--- config.mk ---
export PLATFORM = sky130hd
export DESIGN_NAME = draw_player_ctrl_flat
export DESIGN_NICKNAME = d
export VERILOG_FILES = /design/src/rtl/draw_player_ctrl_if.sv /design/src/rtl/draw_player_ctrl.sv /design/src/flat_wrapper.sv
export SDC_FILE = /design/constraint.sdc
export NUM_CORES = 1
export LEC_CHECK = 0
export BUFFER_PORTS_ARGS = -buffer_cell sky130_fd_sc_hd__buf_2
export CAP_MARGIN = 20
export CORE_MARGIN = 3
export CORE_UTILIZATION = 58
export DETAILED_ROUTE_END_ITERATION = 16
export HOLD_SLACK_MARGIN = 0.05
export PLACE_DENSITY = 0.85
export SYNTH_ARGS = -nofsm -noshare
export SYNTH_HDL_FRONTEND = slang
export SYNTH_SLANG_ARGS = --single-unit
--- constraint.sdc ---
create_clock -name clk -period 6.67 [get_ports clk]
set_input_delay 0.667 -clock clk [delete_from_list [all_inputs] [get_ports clk]]
set_output_delay 0.667 -clock clk [all_outputs]
set_load 0.01 [all_outputs]
--- src/rtl/draw_player_ctrl_if.sv ---
// VGA stream bundle passed between draw stages: timing counters, sync/blank strobes and pixel colour.
interface vga_if;
   logic [10:0] vcount;
   logic        vsync;
   logic        vblnk;
   logic [10:0] hcount;
   logic        hsync;
   logic        hblnk;
   logic [11:0] rgb;

   modport in  (input  vcount, vsync, vblnk, hcount, hsync, hblnk, rgb);
   modport out (output vcount, vsync, vblnk, hcount, hsync, hblnk, rgb);
endinterface

--- src/rtl/draw_player_ctrl.sv ---
// Player mover with tick-paced acceleration, collision blocking and screen clamping,
// plus a one-clock sprite overlay stage whose position is latched at vertical blank.
module draw_player_ctrl #(
   parameter int          PLAYER_SIZE = 16,
   parameter int          SCREEN_W    = 800,
   parameter int          SCREEN_H    = 600,
   parameter int          START_X     = 32,
   parameter int          START_Y     = 32,
   parameter int          TICK_DIV    = 500000,
   parameter int          MAX_SPEED   = 4,
   parameter int          ACCEL_TICKS = 8,
   parameter logic [11:0] COLOR       = 12'hF00
) (
   input  logic       clk,
   input  logic       rst,
   vga_if.in          in,
   vga_if.out         out,
   input  logic       move_up,
   input  logic       move_down,
   input  logic       move_right,
   input  logic       move_left,
   input  logic       collision_up,
   input  logic       collision_down,
   input  logic       collision_right,
   input  logic       collision_left,
   output logic [9:0] xpos,
   output logic [9:0] ypos,
   output logic [2:0] speed,
   output logic       moving
);
   localparam int CNT_W  = (TICK_DIV > 1) ? $clog2(TICK_DIV) : 1;
   localparam int HOLD_W = (ACCEL_TICKS > 1) ? $clog2(ACCEL_TICKS) : 1;
   localparam logic signed [10:0] X_MIN = 11'(PLAYER_SIZE);
   localparam logic signed [10:0] X_MAX = 11'(SCREEN_W - PLAYER_SIZE - 1);
   localparam logic signed [10:0] Y_MIN = 11'(PLAYER_SIZE);
   localparam logic signed [10:0] Y_MAX = 11'(SCREEN_H - PLAYER_SIZE - 1);

   typedef enum logic [1:0] {IDLE, ACCEL, CRUISE} state_t;
   typedef enum logic [2:0] {DIR_NONE, DIR_UP, DIR_DOWN, DIR_RIGHT, DIR_LEFT} dir_t;

   state_t             state, state_nxt;
   dir_t               dir, dir_cur, dir_cur_nxt;
   logic [CNT_W-1:0]   tick_cnt;
   logic               tick;
   logic               blocked;
   logic [HOLD_W-1:0]  hold, hold_nxt;
   logic [2:0]         speed_nxt;
   logic [2:0]         step;
   logic signed [10:0] x_new, y_new, step_ext;
   logic [9:0]         xpos_nxt, ypos_nxt;
   logic [9:0]         xdisp, ydisp;
   logic               vblnk_q;
   logic               in_win;
   logic [11:0]        rgb_nxt;

   assign tick   = (tick_cnt == CNT_W'(TICK_DIV - 1));
   assign moving = (state != IDLE);

   always_comb begin
      dir     = DIR_NONE;
      blocked = 1'b1;
      if (move_up) begin
         dir     = DIR_UP;
         blocked = collision_up;
      end else if (move_down) begin
         dir     = DIR_DOWN;
         blocked = collision_down;
      end else if (move_right) begin
         dir     = DIR_RIGHT;
         blocked = collision_right;
      end else if (move_left) begin
         dir     = DIR_LEFT;
         blocked = collision_left;
      end
   end

   // NOTE: every output of this block gets a default first, so no path can infer a latch.
   always_comb begin
      state_nxt   = state;
      dir_cur_nxt = dir_cur;
      hold_nxt    = hold;
      speed_nxt   = speed;
      step        = 3'd0;
      if (tick) begin
         if (blocked) begin
            state_nxt   = IDLE;
            dir_cur_nxt = DIR_NONE;
            hold_nxt    = '0;
            speed_nxt   = 3'd0;
         end else if (state == IDLE || dir != dir_cur) begin
            state_nxt   = (MAX_SPEED <= 1) ? CRUISE : ACCEL;
            dir_cur_nxt = dir;
            hold_nxt    = '0;
            speed_nxt   = 3'd1;
            step        = 3'd1;
         end else if (state == ACCEL) begin
            if (hold == HOLD_W'(ACCEL_TICKS - 1)) begin
               hold_nxt  = '0;
               speed_nxt = speed + 3'd1;
               if (speed_nxt == 3'(MAX_SPEED)) state_nxt = CRUISE;
            end else begin
               hold_nxt = hold + 1'b1;
            end
            step = speed_nxt;
         end else begin
            speed_nxt = 3'(MAX_SPEED);
            step      = 3'(MAX_SPEED);
         end
      end
   end

   // Signed arithmetic lets a step past the left/top edge go negative before the clamp.
   always_comb begin
      step_ext = signed'(11'(step));
      x_new    = signed'({1'b0, xpos});
      y_new    = signed'({1'b0, ypos});
      case (dir_cur_nxt)
         DIR_UP:    y_new = y_new - step_ext;
         DIR_DOWN:  y_new = y_new + step_ext;
         DIR_RIGHT: x_new = x_new + step_ext;
         DIR_LEFT:  x_new = x_new - step_ext;
         default:   ;
      endcase
      if (x_new < X_MIN) x_new = X_MIN;
      if (x_new > X_MAX) x_new = X_MAX;
      if (y_new < Y_MIN) y_new = Y_MIN;
      if (y_new > Y_MAX) y_new = Y_MAX;
      xpos_nxt = x_new[9:0];
      ypos_nxt = y_new[9:0];
   end

   // NOTE: sequential state uses non-blocking assignments so every register samples pre-edge values.
   always_ff @(posedge clk) begin
      if (rst) begin
         tick_cnt <= '0;
         state    <= IDLE;
         dir_cur  <= DIR_NONE;
         hold     <= '0;
         speed    <= 3'd0;
         xpos     <= 10'(START_X);
         ypos     <= 10'(START_Y);
      end else begin
         tick_cnt <= tick ? '0 : tick_cnt + 1'b1;
         state    <= state_nxt;
         dir_cur  <= dir_cur_nxt;
         hold     <= hold_nxt;
         speed    <= speed_nxt;
         xpos     <= xpos_nxt;
         ypos     <= ypos_nxt;
      end
   end

   // Display copy changes only at frame start, so a frame never shows a torn sprite.
   always_ff @(posedge clk) begin
      if (rst) begin
         vblnk_q <= 1'b0;
         xdisp   <= 10'(START_X);
         ydisp   <= 10'(START_Y);
      end else begin
         vblnk_q <= in.vblnk;
         if (in.vblnk && !vblnk_q) begin
            xdisp <= xpos;
            ydisp <= ypos;
         end
      end
   end

   always_comb begin
      in_win = (signed'({1'b0, in.hcount}) >= signed'(12'(xdisp)) - 12'sd1 * 12'(PLAYER_SIZE) + 12'sd1) &&
               (signed'({1'b0, in.hcount}) <= signed'(12'(xdisp)) + 12'(PLAYER_SIZE)) &&
               (signed'({1'b0, in.vcount}) >= signed'(12'(ydisp)) - 12'(PLAYER_SIZE) + 12'sd1) &&
               (signed'({1'b0, in.vcount}) <= signed'(12'(ydisp)) + 12'(PLAYER_SIZE));
      rgb_nxt = in_win ? COLOR : in.rgb;
   end

   always_ff @(posedge clk) begin
      if (rst) begin
         out.vcount <= '0;
         out.vsync  <= 1'b0;
         out.vblnk  <= 1'b0;
         out.hcount <= '0;
         out.hsync  <= 1'b0;
         out.hblnk  <= 1'b0;
         out.rgb    <= '0;
      end else begin
         out.vcount <= in.vcount;
         out.vsync  <= in.vsync;
         out.vblnk  <= in.vblnk;
         out.hcount <= in.hcount;
         out.hsync  <= in.hsync;
         out.hblnk  <= in.hblnk;
         out.rgb    <= rgb_nxt;
      end
   end
endmodule

--- src/flat_wrapper.sv ---
// flat-port wrapper written by rule: the top's interface ports become plain ports
module draw_player_ctrl_flat 
#(
   parameter int          PLAYER_SIZE = 16,
   parameter int          SCREEN_W    = 800,
   parameter int          SCREEN_H    = 600,
   parameter int          START_X     = 32,
   parameter int          START_Y     = 32,
   parameter int          TICK_DIV    = 500000,
   parameter int          MAX_SPEED   = 4,
   parameter int          ACCEL_TICKS = 8,
   parameter logic [11:0] COLOR       = 12'hF00
)
  (clk, rst, move_up, move_down, move_right, move_left, collision_up, collision_down, collision_right, collision_left, xpos, ypos, speed, moving, in_vcount, in_vsync, in_vblnk, in_hcount, in_hsync, in_hblnk, in_rgb, out_vcount, out_vsync, out_vblnk, out_hcount, out_hsync, out_hblnk, out_rgb);
  vga_if in_i ();
  vga_if out_i ();
  input  logic clk;
  input  logic rst;
  input  logic move_up;
  input  logic move_down;
  input  logic move_right;
  input  logic move_left;
  input  logic collision_up;
  input  logic collision_down;
  input  logic collision_right;
  input  logic collision_left;
  output logic [9:0] xpos;
  output logic [9:0] ypos;
  output logic [2:0] speed;
  output logic moving;
  input wire logic [$bits(in_i.vcount)-1:0] in_vcount;
  input wire logic [$bits(in_i.vsync)-1:0] in_vsync;
  input wire logic [$bits(in_i.vblnk)-1:0] in_vblnk;
  input wire logic [$bits(in_i.hcount)-1:0] in_hcount;
  input wire logic [$bits(in_i.hsync)-1:0] in_hsync;
  input wire logic [$bits(in_i.hblnk)-1:0] in_hblnk;
  input wire logic [$bits(in_i.rgb)-1:0] in_rgb;
  output wire logic [$bits(out_i.vcount)-1:0] out_vcount;
  output wire logic [$bits(out_i.vsync)-1:0] out_vsync;
  output wire logic [$bits(out_i.vblnk)-1:0] out_vblnk;
  output wire logic [$bits(out_i.hcount)-1:0] out_hcount;
  output wire logic [$bits(out_i.hsync)-1:0] out_hsync;
  output wire logic [$bits(out_i.hblnk)-1:0] out_hblnk;
  output wire logic [$bits(out_i.rgb)-1:0] out_rgb;
  assign in_i.vcount = in_vcount;
  assign in_i.vsync = in_vsync;
  assign in_i.vblnk = in_vblnk;
  assign in_i.hcount = in_hcount;
  assign in_i.hsync = in_hsync;
  assign in_i.hblnk = in_hblnk;
  assign in_i.rgb = in_rgb;
  assign out_vcount = out_i.vcount;
  assign out_vsync = out_i.vsync;
  assign out_vblnk = out_i.vblnk;
  assign out_hcount = out_i.hcount;
  assign out_hsync = out_i.hsync;
  assign out_hblnk = out_i.hblnk;
  assign out_rgb = out_i.rgb;
  draw_player_ctrl #(.PLAYER_SIZE(PLAYER_SIZE), .SCREEN_W(SCREEN_W), .SCREEN_H(SCREEN_H), .START_X(START_X), .START_Y(START_Y), .TICK_DIV(TICK_DIV), .MAX_SPEED(MAX_SPEED), .ACCEL_TICKS(ACCEL_TICKS), .COLOR(COLOR)) u_core (.clk(clk), .rst(rst), .in(in_i), .out(out_i), .move_up(move_up), .move_down(move_down), .move_right(move_right), .move_left(move_left), .collision_up(collision_up), .collision_down(collision_down), .collision_right(collision_right), .collision_left(collision_left), .xpos(xpos), .ypos(ypos), .speed(speed), .moving(moving));
endmodule
# Word level (Yosys, flattened, before mapping)
# Index checks and enable logic that the tools add are counted.
totals:
  register_bits: 108
  input_bits: 48
  output_inout_bits: 62
classes:
  add_sub_neg: 13
  order_cmp: 8
  n_eq_ne: 9
  muxes: 32
  reduce_logical: 17
ops:
  columns: ["op", "count"]
  rows:
  - ["3-bit two-way mux", 16]
  - ["11-bit one-hot mux with 2 select lines", 2]
  - ["12-bit by 2-bit adder with 12-bit output (second input constant)", 2]
  - ["12-bit >= comparator", 2]
  - ["12-bit <= comparator", 2]
  - ["10-bit by 3-bit adder with 11-bit output", 2]
  - ["10-bit by 5-bit adder with 11-bit output (second input constant)", 2]
  - ["11-bit greater-than comparator (second input constant)", 2]
  - ["11-bit by 6-bit less-than comparator with 1-bit output (second input constant)", 2]
  - ["11-bit two-way mux", 2]
  - ["10-bit by 3-bit subtractor with 11-bit output", 2]
  - ["10-bit by 5-bit subtractor with 11-bit output (second input constant)", 2]
  - ["10-bit two-way mux", 2]
  - ["19-bit by 1-bit adder with 19-bit output (second input constant)", 1]
  - ["19-bit equality test (second input constant)", 1]
  - ["12-bit two-way mux", 1]
  - ["2-bit two-way mux", 5]
  - ["3-bit equality test (second input constant)", 3]
  - ["3-bit nonzero test", 3]
  - ["2-bit OR reduction", 4]
  - ["3-bit by 1-bit adder with 3-bit output (second input constant)", 2]
  - ["3-bit by 2-bit equality test with 1-bit output (second input constant)", 2]
  - ["1-bit logical AND", 4]
  - ["1-bit two-way mux", 4]
  - ["other kinds (9)", 9]

# Longest topological paths before layout
# Gate-level depths: netlist of run 1.
depth:
  word_depth: 15
  ltp_mapped: 24
  mapped_depth_nobuf: 22

# Worst setup path before layout of run 1
# Ideal clock, no wire load.
synth_path:
  path_type: "input port to flip-flop"
  start: "input port move_up"
  end: "register u_core.xpos[7]"
  setup_time_ns: 0.128
  arrival_time_ns: 5.106
  slack_ns: 1.437
  path_stages: 21
  path_buffers: 1
  cell_sequence: "buf_6 nor4b_2 a311oi_1 a211o_1 nor2_1 nand4_1 ha_1 ha_1 mux2i_1 ha_1 a21oi_1 a31o_2 a21oi_1 o311a_1 and3_1 o21ai_0 o221ai_1 o2111a_1 ha_1 or4_4 nor3b_1"
synth_via:
  elab_chain_len: 12
  word_cells_on_any_way: 19
  classes_between: "add/sub: 2; order compare: 2; eq/ne: 3; mux: 10; reduce/logical: 2"
synth_lines:
  columns: ["element", "line_no", "text"]
  rows:
  - ["from (decl)", "flat_wrapper.sv:19", "input logic move_up;"]
  - ["3-bit two-way mux", "draw_player_ctrl.sv:62", "if (move_up) begin"]
  - ["3-bit inequality test", "draw_player_ctrl.sv:90", "end else if (state == IDLE || dir != dir_cur) begin"]
  - ["1-bit logical OR", "draw_player_ctrl.sv:90", null]
  - ["3-bit two-way mux", "draw_player_ctrl.sv:90", null]
  - ["3-bit two-way mux", "draw_player_ctrl.sv:85", "if (blocked) begin"]
  - ["3-bit two-way mux", "draw_player_ctrl.sv:84", "if (tick) begin"]
  - ["10-bit by 3-bit subtractor with 11-bit output, or another cell as far along", "draw_player_ctrl.sv:121", "DIR_LEFT: x_new = x_new - step_ext;"]
  - ["11-bit one-hot mux with 2 select lines (*)", "draw_player_ctrl.sv:117", "case (dir_cur_nxt)"]
  - ["11-bit by 6-bit less-than comparator with 1-bit output", "draw_player_ctrl.sv:124", "if (x_new < X_MIN) x_new = X_MIN;"]
  - ["11-bit two-way mux (*)", "draw_player_ctrl.sv:124", null]
  - ["11-bit greater-than comparator", "draw_player_ctrl.sv:125", "if (x_new > X_MAX) x_new = X_MAX;"]
  - ["2-bit OR reduction (no source line)", null, null]
  - ["to (signal assigned)", "draw_player_ctrl.sv:140", "xpos <= 10'(START_X);"]
  - ["to (signal assigned)", "draw_player_ctrl.sv:148", "xpos <= xpos_nxt;"]
  - ["to (decl)", "draw_player_ctrl.sv:26", "output logic [9:0] xpos,"]
# Mark *: on every way between the ends. The rest lies on a longest branch, timed or not.
# A chain may end at the register's enable or synchronous reset.

# Worst setup path after layout of run 1
layout_path:
  start: "register u_core.tick_cnt[0]"
  end: "register u_core.ypos[3]"
layout_via:
  elab_chain_len: 8
  word_cells_on_any_way: 12
  classes_between: "add/sub: 2; order compare: 2; eq/ne: 3; mux: 4; reduce/logical: 1"
layout_lines:
  columns: ["element", "line_no", "text"]
  rows:
  - ["from (decl)", "draw_player_ctrl.sv:43", "logic [CNT_W-1:0] tick_cnt;"]
  - ["from (signal assigned)", "draw_player_ctrl.sv:143", "tick_cnt <= tick ? '0 : tick_cnt + 1'b1;"]
  - ["19-bit equality test (*)", "draw_player_ctrl.sv:56", "assign tick = (tick_cnt == CNT_W'(TICK_DIV - 1));"]
  - ["3-bit two-way mux", "draw_player_ctrl.sv:84", null]
  - ["10-bit by 3-bit adder with 11-bit output, or another cell as far along", "draw_player_ctrl.sv:119", "DIR_DOWN: y_new = y_new + step_ext;"]
  - ["11-bit one-hot mux with 2 select lines (*)", "draw_player_ctrl.sv:117", null]
  - ["11-bit by 6-bit less-than comparator with 1-bit output", "draw_player_ctrl.sv:126", "if (y_new < Y_MIN) y_new = Y_MIN;"]
  - ["11-bit two-way mux (*)", "draw_player_ctrl.sv:126", null]
  - ["11-bit greater-than comparator", "draw_player_ctrl.sv:127", "if (y_new > Y_MAX) y_new = Y_MAX;"]
  - ["2-bit OR reduction (no source line)", null, null]
  - ["to (signal assigned)", "draw_player_ctrl.sv:141", "ypos <= 10'(START_Y);"]
  - ["to (signal assigned)", "draw_player_ctrl.sv:149", "ypos <= ypos_nxt;"]
  - ["to (decl)", "draw_player_ctrl.sv:27", "output logic [9:0] ypos,"]
# Marked as above.

==> flow_summary.json, run 1 <==
{
  "critPathArrivalTime_ns": 5.87,
  "track_usage_pct": 24.30,
  "drv_slew": 0,
  "die_h_um": 116.9,
  "drtAntennaViolNets": 0,
  "grt_pass1_wl_um": 27010,
  "p_leak_nw": 3.505,
  "coreArea_um2": 11710,
  "grt_max_degree": 43,
  "finalSetupViolCount": 0,
  "drc": 0,
  "hold_buffers": 0,
  "drtIter0Drc": 335,
  "first_pass_iters": 5,
  "seq_area_frac_synth_pct": 30.33,
  "num_rows": 39,
  "fmax_ghz": 0.1774,
  "layout.nets": 1062,
  "num_vias": 6190,
  "cts-htree-levels": 3,
  "drive_gt1_share_pct": 16.79,
  "tns_ns": 0,
  "min_period_ns": 5.637,
  "syn-num-nets": 972,
  "wl_per_cell_um": 14.93,
  "final.setup_skew_ns": 0.007954,
  "grt_pass1_vias": 6004,
  "critPathLaunchType": "flip-flop",
  "portBuffers": 109,
  "root_buffer": "clkbuf_16",
  "relSlewSlack_pct": 49.81,
  "critical_path_class": "reg -> reg",
  "clk_latency_ns": 0.36,
  "final_common_cell": "buf_2",
  "floorplan.initialDensity_pct": 60.88,
  "max_cap_violations": 0,
  "dpl.cell_count": 1062,
  "clock_path_buffers": 2,
  "hold_viol": 0,
  "vdd_drop_max_uv": 111.8,
  "path_clk_slew_ns": 0.07,
  "place.gp.congestion": 0.8965,
  "ys_seq_elements": 108,
  "cp_max_fo": 6,
  "num-fill-cells": 919,
  "synth_edf_count": 0,
  "end_kind": "flip-flop",
  "hpwl_um": 12120,
  "synth_area_leaders": "dfxtp_1 (30%), ha_1 (14%), nand2_1 (4.4%)",
  "via_per_inst": 5.742,
  "outcome": "finished, final reports clean",
  "synth-main-ff-cell": "dfxtp_1",
  "yosysWarnings": 0,
  "synth_top_area_share_pct": 30.33,
  "worst_ep_required_time_ns": 6.90,
  "synthArstFlopShare_pct": 0,
  "ctsResizeCount": 0,
  "final_cells": 1078,
  "antenna_found_initial": 0,
  "grt_overflow": 0,
  "avgSynthCellArea_um2": 8.487,
  "finalCritPeriodShare_pct": 84.51,
  "cts_setup_buffers": 0,
  "area_growth_pct": 13.64,
  "hp-class": "reg -> reg",
  "antennaDiodeCount": 0,
  "powerDensity_nw_per_um2": 186.1,
  "wl_um": 16100,
  "final_cell_mix": "buf_2 (109), dfxtp_1 (108), nand2_1 (83), ha_1 (82), nor2_1 (69)",
  "syn_inst": 840,
  "cts.sinks": 108,
  "rsz0062_at_grt": "false",
  "synth_cell_type_count": 71,
  "netlist_area_um2": 7129,
  "num_io_pins": 110,
  "tightestPinTransition_ns": 0.7371,
  "cts_tree": "built",
  "die-area_um2": 13660,
  "die_w_um": 116.9,
  "synth_top_area_cell": "dfxtp_1",
  "cts_buffers": 9
}
[worst paths after layout]
check / depth (start not counted) / slack, ns / to / startpoint
max reg2reg: 20 / 1.03 / u_core.ypos[3]$_SDFF_PP0_ / u_core.tick_cnt[0]$_SDFF_PP0_
min: 2 / 0.46 / u_core.hold[2]$_SDFFE_PP0P_ / u_core.hold[2]$_SDFFE_PP0P_
min reg2reg: 2 / 0.46 / u_core.hold[2]$_SDFFE_PP0P_ / u_core.hold[2]$_SDFFE_PP0P_
max: 20 / 1.03 / u_core.ypos[3]$_SDFF_PP0_ / u_core.tick_cnt[0]$_SDFF_PP0_
[state kept, by name (all words and copies together), names as in the netlist, 2 cells and up]
name and flops:
u_core.dir_cur 3, u_core.speed 3, u_core.hold 3, u_core.out.vcount 11, u_core.ypos 10, u_core.tick_cnt 19
u_core.xdisp 10, u_core.xpos 10, u_core.out.hcount 11, u_core.out.rgb 12, u_core.ydisp 10, u_core.state 2
[synth_stat cells, drive strengths merged (21+ instances only)]
cell type  count
o21ai         23
ha            82
nand3         32
xor2          30
inv           37
nand2         83
dfxtp        108
nor2          69
a21oi         61
clkbuf        27
mux2i         21
nor2b         34
xnor2         31
[metal layers]
metal	global-route usage, %	vias to the layer above	wire length [um]	part of all wire, %
li1	-	3152	-	-
met1	30.68	2869	7276	45
met2	42.55	151	7837	49
met3	3.702	18	724	4.5
met4	7.875	0	258	1.6
met5	0	-	0	0
[cell families after synthesis]
| group | after synthesis | synth area share, % |
|---|---|---|
| and+or+nand+nor | 320 | 22.76 |
| AOI/OAI and AO/OA | 166 | 15.76 |
| DFF | 108 | 30.33 |
| adders and majority gates | 84 | 14.95 |
| buffers and inverters | 71 | 3.878 |
| xor gates and xnor gates | 61 | 7.494 |
| muxes | 30 | 4.826 |
[critical path, cell delays in order, from the launching register on]
cell       delay [ns]
dfxtp_1          0.38
ha_1             0.25
inv_1            0.06
nor2_1           0.22
and4_1           0.42
mux2_2           0.42
nor2_1           0.33
nand2_1          0.18
and2_1           0.24
ha_1             0.35
o21ai_0          0.47
nor3b_1          0.13
a311oi_1         0.29
o211ai_1         0.16
or2_2            0.33
nor2_1           0.12
a31oi_1          0.09
nor3_1           0.17
ha_1             0.32
a2111oi_2        0.49
nor3_1           0.09
[metrics by stage]
stage	hold WS, ns	util, %	setup slack [ns]	cell area (um^2)	power [mW]
global placement	0.4452	66.11	1.022	7742	0.8760
floorplan	0.4299	-	1.437	7129	0.8200
detailed placement	0.4552	66.11	0.8679	7742	0.8825
global route	0.5014	69.18	0.5831	8102	1.566
finish	0.4618	69.18	1.033	8102	1.508
CTS	0.4631	69.18	1.099	8102	1.512
[layout make-up]
cell class / instances / area (um^2) / share of cell area, %
clock buffer: 11 / 252.7 / 3.120
clock inverter: 5 / 106.4 / 1.313
inverter: 38 / 142.6 / 1.761
multi-input combinational: 661 / 4691 / 57.90
sequential: 108 / 2162 / 26.69
tap: 143 / 178.9 / 2.208
timing repair buffer: 112 / 568.0 / 7.012
[power breakdown]
| part | internal [mW] | switching [mW] |
|---|---|---|
| Combinational | 0.0855 | 0.108 |
| Clock | 0.389 | 0.249 |
| Sequential | 0.663 | 0.0126 |
Note: power is estimated with default switching activity, not from simulation.
==> run 2, diff against run 1 <==
clock period = 5.3 ns   (was 6.67 ns; I/O delays follow)
==> flow_summary.json, run 2 (synthesized netlist as in run 1, its figures left out) <==
{
  "outcome": "finished, final reports clean",
  "reg_top3": "u_core.tick_cnt (19), u_core.out.rgb (12)",
  "end_kind": "flip-flop",
  "final_cells": 1104,
  "coreArea_um2": 11710,
  "cts_buffers": 9,
  "die_w_um": 116.9,
  "clock_path_buffers": 2,
  "rsz0062_at_grt": "true",
  "crit_top_cell": "ha_1",
  "final.setup_skew_ns": 0.003116,
  "cts-htree-levels": 3,
  "fmax_ghz": 0.2020,
  "relSlewSlack_pct": 52.29,
  "critPathArrivalTime_ns": 5.19,
  "hold_ws_ns": 0.3801,
  "layout.nets": 1089,
  "antenna_found_initial": 0,
  "finalSetupViolCount": 0,
  "first_pass_iters": 5,
  "grt_pass1_vias": 6115,
  "num_io_pins": 110,
  "final_common_cell": "buf_2",
  "drv_slew": 0,
  "tightestPinTransition_ns": 0.7156,
  "path_clk_slew_ns": 0.07,
  "drc": 0,
  "place.gp.congestion": 0.9360,
  "max_cap_violations": 0,
  "cp_max_fo": 10,
  "critPathLaunchType": "flip-flop",
  "vdd_drop_max_uv": 137.0,
  "hpwl_um": 12460,
  "portBuffers": 109,
  "hp-class": "in -> reg",
  "finalCritPeriodShare_pct": 93.41,
  "path_cells": "ha_2 > inv_1 > nor2_1 > and4_4 > buf_4 > nand4_1 > ha_1 > ha_1 > mux2i_1 > ha_1 > a21oi_1 > a31o_2 > a21oi_1 > o311a_1 > and3_1 > o21ai_1 > o221ai_2 > o2111a_1 > ha_1 > or4_4 > nor3b_1",
  "track_usage_pct": 24.94,
  "drtAntennaViolNets": 0,
  "drive_gt1_share_pct": 20.71,
  "critical_path_class": "reg -> reg",
  "num-fill-cells": 874,
  "via_per_inst": 5.795,
  "wl_per_cell_um": 15.18,
  "cp_slowest_cell": "or4_4",
  "dpl.cell_count": 1088,
  "num_vias": 6398,
  "setup_slack_ns": 0.3494,
  "p_leak_nw": 3.616,
  "clk_latency_ns": 0.35,
  "drtIter0Drc": 384,
  "max_flop_register": "u_core.tick_cnt",
  "worst_ep_required_time_ns": 5.54,
  "floorplan.initialDensity_pct": 60.88,
  "dp_slack_ns": -0.07867,
  "antennaDiodeCount": 0,
  "cpPeakStageDelay_ns": 0.57,
  "die-area_um2": 13660,
  "cts.sinks": 108,
  "cts_tree": "built",
  "hold_viol": 0,
  "wl_um": 16760,
  "largest_register_ffs": 19,
  "hold_buffers": 0,
  "root_buffer": "clkbuf_16",
  "num_rows": 39,
  "die_h_um": 116.9,
  "min_period_ns": 4.951,
  "finalPower_mw": 1.772,
  "final_cell_mix": "buf_2 (109), dfxtp_1 (107), nand2_1 (83), ha_1 (80), nor2_1 (68)",
  "grt_overflow": 0,
  "grt_pass1_wl_um": 27740,
  "powerDensity_nw_per_um2": 212.9,
  "grt_max_degree": 39,
  "area_growth_pct": 16.74
}
==> run 2: worst max-delay path, delay by kind of cell, from the launching register on <==
family / cells / cell delay (ns)
mux: 1 / 0.16
simple gates: 6 / 1.48
flops: 1 / 0.39
fa+ha+maj: 5 / 1.24
buf+inv: 2 / 0.24
compound gates: 7 / 1.33
==> run 2: metal layers <==
layer | share of wire (%) | track usage, % | routed length (um) | vias up
li1 | - | - | - | 3209
met1 | 44 | 31.42 | 7326 | 2965
met2 | 49 | 42.59 | 8167 | 185
met3 | 5.1 | 4.987 | 850 | 39
met4 | 2.5 | 8.563 | 414 | 0
met5 | 0 | 0 | 0 | -
==> run 2: repair_timing <==
action,CTS,global route
gates resized for setup,0,23
endpoints found under the setup margin,0,20
buffers inserted,0,1
==> run 2: final cells by class <==
type	instances	area, um^2	share of cell area [%]
multi-input cells	661	4776	57.38
clock buffers	10	229.0	2.751
repair buffers	139	770.7	9.260
flip-flops and latches	108	2163	25.99
clock inverters	5	62.56	0.7517
inverters	38	142.6	1.714
well taps	143	178.9	2.150
==> run 2: path summary, 6_finish.rpt <==
path / from / to / slack (ns) / cells past startpoint
setup / recovery: u_core.tick_cnt[0]$_SDFF_PP0_ / u_core.xpos[7]$_SDFF_PP0_ / 0.35 / 21
hold / removal: in_rgb[11] / u_core.out.rgb[11]$_SDFF_PP0_ / 0.38 / 2
setup reg to reg: u_core.tick_cnt[0]$_SDFF_PP0_ / u_core.xpos[7]$_SDFF_PP0_ / 0.35 / 21
hold reg to reg: u_core.hold[2]$_SDFFE_PP0P_ / u_core.hold[2]$_SDFFE_PP0P_ / 0.47 / 2
==> run 2: report_power, final <==
group	leakage (nW)	total (mW)	switching (mW)	internal, mW
Combinational	2.60	0.252	0.140	0.112
Sequential	0.882	0.851	0.0165	0.835
Clock	0.135	0.668	0.302	0.366
Total	3.62	1.77	0.458	1.31
==> run 2: stage by stage <==
step,setup TNS [ns],instance area [um^2],util (%)
floorplan,0,7129,-
global placement,0,7938,67.78
detailed placement,-0.2202,7938,67.78
CTS,0,8229,70.27
global route,-0.2333,8323,71.07
finish,0,8323,71.07
